**config.mk**
```make
export PLATFORM = sky130hd
export DESIGN_NAME = fft_bitrev_reorder
export DESIGN_NICKNAME = d
export VERILOG_FILES = /design/src/rtl/fft_bitrev_reorder.sv
export SDC_FILE = /design/constraint.sdc
export NUM_CORES = 1
export LEC_CHECK = 0
export ABC_AREA = 1
export CAP_MARGIN = 20
export CORE_MARGIN = 2
export CORE_UTILIZATION = 45
export CTS_BUF_LIST = sky130_fd_sc_hd__clkbuf_8
export DETAILED_ROUTE_END_ITERATION = 6
export PLACE_DENSITY = 0.58
export SYNTH_ARGS = -nofsm -noshare
export SYNTH_HDL_FRONTEND = slang
export SYNTH_SLANG_ARGS = --single-unit
```
**constraint.sdc**
```tcl
create_clock -name clk -period 4.5 [get_ports clk]
set_clock_uncertainty 0.2 [all_clocks]
set_input_delay 0.675 -clock clk [delete_from_list [all_inputs] [get_ports clk]]
set_output_delay 0.675 -clock clk [all_outputs]
set_load 0.05 [all_outputs]
```
**src/rtl/fft_bitrev_reorder.sv**
```systemverilog
// Reorders bit-reversed 8-point FFT output into natural order via a ping-pong buffer.
// Optional `FFT_REORDER_SOF_EN adds in_sof framing resync and an error_drop pulse.
module fft_bitrev_reorder #(
  parameter int N     = 8,
  parameter int LOG2N = 3,
  parameter int W     = 12
) (
  input  logic                    clk,
  input  logic                    rst_n,
  input  logic                    in_valid,
`ifdef FFT_REORDER_SOF_EN
  input  logic                    in_sof,
  output logic                    error_drop,
`endif
  input  logic signed [W-1:0]     x_r,
  input  logic signed [W-1:0]     x_i,
  output logic signed [W-1:0]     X_r,
  output logic signed [W-1:0]     X_i,
  output logic                    out_valid,
  output logic [LOG2N-1:0]        out_idx,
  output logic                    out_sof
);

  typedef enum logic {IDLE, READ} state_t;

  function automatic logic [LOG2N-1:0] bitrev(input logic [LOG2N-1:0] a);
    logic [LOG2N-1:0] r;
    for (int i = 0; i < LOG2N; i++) r[i] = a[LOG2N-1-i];
    return r;
  endfunction

  logic [2*W-1:0]   mem [2][N];
  logic [LOG2N-1:0] wr_cnt;
  logic [LOG2N-1:0] wr_addr;
  logic             wr_bank;
  logic             wr_last;
  logic             sof_hit;
  logic             full_pulse;
  logic             full_bank;

  state_t           state, state_nxt;
  logic [LOG2N-1:0] rd_cnt;
  logic             rd_bank;
  logic             rd_start;
  logic             rd_en;

`ifdef FFT_REORDER_SOF_EN
  assign sof_hit = in_valid && in_sof;
`else
  assign sof_hit = 1'b0;
`endif

  // A resync sample always lands in slot 0, which is its own bit reversal.
  assign wr_addr = sof_hit ? '0 : bitrev(wr_cnt);
  assign wr_last = in_valid && !sof_hit && (wr_cnt == LOG2N'(N-1));

  always_ff @(posedge clk) begin
    if (in_valid) mem[wr_bank][wr_addr] <= {x_r, x_i};
  end

  always_ff @(posedge clk or negedge rst_n) begin
    if (!rst_n) begin
      wr_cnt     <= '0;
      wr_bank    <= 1'b0;
      full_pulse <= 1'b0;
      full_bank  <= 1'b0;
    end else begin
      full_pulse <= 1'b0;
      if (sof_hit) begin
        wr_cnt <= LOG2N'(1);
      end else if (wr_last) begin
        wr_cnt     <= '0;
        wr_bank    <= ~wr_bank;
        full_pulse <= 1'b1;
        full_bank  <= wr_bank;
      end else if (in_valid) begin
        wr_cnt <= wr_cnt + LOG2N'(1);
      end
    end
  end

`ifdef FFT_REORDER_SOF_EN
  always_ff @(posedge clk or negedge rst_n) begin
    if (!rst_n) error_drop <= 1'b0;
    else        error_drop <= sof_hit && (wr_cnt != '0);
  end
`endif

  always_ff @(posedge clk or negedge rst_n) begin
    if (!rst_n) state <= IDLE;
    else        state <= state_nxt;
  end

  // A frame completing on the last read cycle restarts READ with no bubble.
  always_comb begin
    state_nxt = state;
    rd_start  = 1'b0;
    rd_en     = 1'b0;
    case (state)
      IDLE: begin
        if (full_pulse) begin
          rd_start  = 1'b1;
          state_nxt = READ;
        end
      end
      READ: begin
        rd_en = 1'b1;
        if (rd_cnt == LOG2N'(N-1)) begin
          if (full_pulse) rd_start  = 1'b1;
          else            state_nxt = IDLE;
        end
      end
      default: state_nxt = IDLE;
    endcase
  end

  always_ff @(posedge clk or negedge rst_n) begin
    if (!rst_n) begin
      rd_cnt  <= '0;
      rd_bank <= 1'b0;
    end else if (rd_start) begin
      rd_cnt  <= '0;
      rd_bank <= full_bank;
    end else if (rd_en) begin
      rd_cnt  <= rd_cnt + LOG2N'(1);
    end
  end

  always_ff @(posedge clk or negedge rst_n) begin
    if (!rst_n) begin
      X_r       <= '0;
      X_i       <= '0;
      out_valid <= 1'b0;
      out_idx   <= '0;
      out_sof   <= 1'b0;
    end else begin
      out_valid <= rd_en;
      out_sof   <= rd_en && (rd_cnt == '0);
      if (rd_en) begin
        {X_r, X_i} <= mem[rd_bank][rd_cnt];
        out_idx    <= rd_cnt;
      end
    end
  end

endmodule

```
; Yosys cells after proc, flatten, opt, wreduce, memory -nomap -nowiden
; Memory sizes are Yosys's and may differ from the RTL's.
; Cells that the tools add are included.
[word_totals]
in_bits = 27
wordCells = 48
mem_count = 1
ramBits = 384
output_inout_bits = 29
register_bits = 40
[memory_table]
columns = memory, words, word_bits, rd, rd_ports_with_merged_regs, wr, line_no
row1 = mem, 2, 192, 1, 0, 1, 32  ; logic [2*W-1:0] mem [2][N];
[op_classes]
n_reduce_logical = 6
muxes = 18
n_lt_le_gt_ge = 3
n_bitwise = 4
add_sub_neg = 2
n_eq_ne = 2
[op_table]
columns = operator, n
row1 = $mux W192, 1
row2 = $bmux W24 S3, 1
row3 = $demux W24 S3, 1
row4 = $mux W24, 3
row5 = $mux W3, 4
row6 = $ge A4 B4 Y1 const B, 2
row7 = $not A3 Y4, 2
row8 = $add A3 B1 Y3 const B, 2
row9 = $eq A3 B3 Y1 const B, 2
row10 = $mux W1, 6
row11 = $lt A4 B1 Y1 const B, 1
row12 = $pmux W1 S2, 2
row13 = $reduce_bool A2 Y1, 2
row14 = $logic_and A1 B1 Y1, 3
row15 = $logic_not A3 Y1, 1
row16 = $not A1 Y1, 2

; Depth between registers and ports, before layout
[depth]
ltp_word = 6
mapped_depth = 11
ltp_nobuf = 9

; Least setup slack after synthesis
; OpenSTA, ideal clock, no wires.
[synth_timing]
path_type = input -> register
startpoint = in in_valid
endpoint = mem mem[1][120] (netlist name) (enable)
path_slack_ps = 474
required_ps = 3834
arrival_time_ps = 3360
path_stages = 3
setup_ps = 466
n_path_buf = 1
path_cell_list = buf_2 inv_1 nor4_1
[synth_between]
elab_chain_cells = 2
[synth_lines]
columns = element, line_no
row1 = from (decl), 10  ; input logic in_valid,
row2 = $mux W1, 58  ; if (in_valid) mem[wr_bank][wr_addr] <= {x_r, x_i};
row3 = $mux W192 (implied by the code), 58
row4 = to (decl), 32
; No other way between the ends.

; Worst setup path after layout
[layout_timing]
startpoint = reg wr_bank
endpoint = mem mem[1][149] (netlist name) (enable)
[layout_lines]
columns = element, line_no
row1 = from (decl), 35  ; logic wr_bank;
row2 = from (signal assigned), 73  ; wr_bank <= ~wr_bank;
; No word-level cell before the write port.

==> metrics.csv <==
metric,value,unit
cts_tree,yes,
synth.area.mux_share,0,%
synthToLayoutAreaGrowth,13.7,%
yosys.area_share.xor_xnor,0.0517,%
clk_path_buf_depth,3,
die_w,198,um
ir_drop,0.404,mV
worst_path_largest_cell_delay,0.92,ns
core_area,37400,um2
ios,56,
first_global_vias,10291,
ys_ff_latch,424,
timing.setup.tns,0,ns
synth_fp_nets,1443,
synth_compound_area_share,3.09,%
synth_cell_types,23,
drt_drc_violations_left,0,
vias_per_cell,5.25,
ys_top_cells_by_area,"edfxtp_1, nand2_1, nand3_1",
yosysTopAreaCell,edfxtp_1,
post_drt_wl_per_cell,19.8,um
fp-row-count,71,
vias,10678,
crit_slowest_cell,nor2_4,
antenna_found_initial,0,
worstMarginPinSlew,1.10,ns
cts_root_buf,clkbuf_8,
design_power_total,0.0123,W
grt_max_degree,194,
die_height,198,um
path_class,reg2reg,
finalSetupViolations,0,
arrival,2.89,ns
drtIter0Drc,797,
grt_pass1_wl,61.8,mm
cp_max_fo,24,
reg2reg_setup_slack,1.59,ns
synth_warnings,0,
gp_congestion,0.760,
cts-hold-fix-buffers,0,
clk_pin_slew,0.06,ns
firstDrtPassIters,5,
io_buffers,55,
synth_edf_count,384,
drv_cap,0,
slew_headroom,26.4,%
postCtsSetupBuffers,0,
place_area,18000,um2
path_delay_family,simple AND/OR/NAND/NOR gates,
nFillCells,3278,
outcome,"complete, no violations",
cp.depth,2,
clk_latency,0.58,ns
leakagePower,7.11,nW
min_path_type,in2async,
synth-adder-area-share,0.665,%
cp-start-kind,register,
path_buf_inv,1,
fin_area,19300,um2
start_util,45.3,%
path_cells,clkinv_1 > nor2_4,
dieArea,39200,um2
synth_seq_area_share,74.0,%
track_usage,21.2,%
fin_nets,1505,
wirelength,40.3,mm
cts_buffers,70,
h-tree-depth,3,
required,4.48,ns
antenna_cells,0,
drive_gt1_share,8.67,%
period_share,64.7,%
yosysMostFrequentCell,nand2_1,
crit_path_end_kind,register,
cts_sinks,424,
synth-main-ff-cell,edfxtp_1,
synth-simple-area-share,19.0,%
cts_resized,0,
rsz0062_at_grt,false,
period_minus_slack,2.91,ns
drv_slew,0,
p_per_area,636,nW/um2
max_freq,343,MHz
r2r_cells,2,
yosys-top-cells-count,"nand2_1, edfxtp_1, nand3_1",
synth_top_area_share,68.1,%
hpwl,21.4,mm
syn_area,16900,um2
avgSynthCellArea,12.0,um2
overflow,0,
syn_inst,1407,
antenna_left,0,
final_util,51.5,%
synth_top_family_by_area,simple AND/OR/NAND/NOR gates,
hold_viol_final,0,
synthArstFlopShare,9.43,%
[state kept, by name (all words and copies together), names as in the netlist]
| register | count |
|---|---|
| wr_cnt | 3 |
| rd_cnt | 3 |
| full_bank | 1 |
| full_pulse | 1 |
| X_i | 12 |
| wr_bank | 1 |
| X_r | 12 |
| rd_bank | 1 |
| out_sof | 1 |
| out_valid | 1 |
| state | 1 |
| out_idx | 3 |
| mem | 384 |
[power breakdown]
group          total (W)  leakage (nW)  internal, W  switching, W
Clock            0.00314         0.754      0.00165       0.00149
Combinational    0.00410          2.40      0.00118       0.00292
Sequential       0.00502          3.96      0.00476      0.000255
Total             0.0123          7.11      0.00759       0.00467
[per-stage QoR]
step	setup WS, ns	hold slack [ns]	cells
final	1.59	0.0242	2034
after global routing	1.47	0.0618	2034
after CTS	1.57	0.0171	2034
after detailed placement	1.56	0.266	1908
after global placement	1.56	0.257	1908
after floorplan	0.474	0.149	1407
[metal layers]
layer / up-vias / track usage [%] / wire length [um]
met5: - / 0 / 0
met4: 0 / 6.40 / 775
met3: 56 / 3.59 / 2520
met2: 354 / 32.4 / 18600
met1: 5212 / 31.2 / 18400
li1: 5056 / - / -
[final cells by class]
type / count / area [um2] / share of cell area, %
multi-input combinational: 880 / 3970 / 20.6
sequential: 424 / 12500 / 65.1
inverter: 17 / 68.8 / 0.357
clock inverter: 51 / 259 / 1.34
tap: 511 / 639 / 3.32
clock buffer: 75 / 1030 / 5.36
timing repair buffer: 76 / 753 / 3.91
[cells in the final DEF, fill, tap and decap left out, types with 10 or more instances in the layout]
cell             count
nand2_1            477
edfxtp_1           384
nand3_1            222
clkbuf_8            75
nor2_1              63
clkdlybuf4s50_1     54
o21ai_0             50
dfrtp_1             37
inv_1               37
o211ai_1            27
buf_4               17
clkinv_1            16
a21oi_1             10
nor2_4              10
[final timing paths]
kind	startpoint	to
worst max-delay path	wr_bank$_DFFE_PN0N_	mem[1][149]$_DFFE_PP_
worst min-delay path	rst_n	state$_DFF_PN0_
worst max register to register	wr_bank$_DFFE_PN0N_	mem[1][149]$_DFFE_PP_
worst min register to register	out_idx[0]$_DFFE_PN0P_	out_idx[0]$_DFFE_PN0P_
max in group asynchronous	rst_n	rd_cnt[0]$_DFFE_PN0P_
min in group clk	out_idx[0]$_DFFE_PN0P_	out_idx[0]$_DFFE_PN0P_
[cell families (layout without fill, tap and decap cells)]
group                    Yosys count  in the layout
AND/OR/NAND/NOR                  779            779
flip-flops                       424            424
buffers and inverters            103            219
AO/OA/AOI/OAI                     91             91
adder cells (fa/ha/maj)            9              9
XOR/XNOR                           1              1
(Power assumes the default switching activity.)
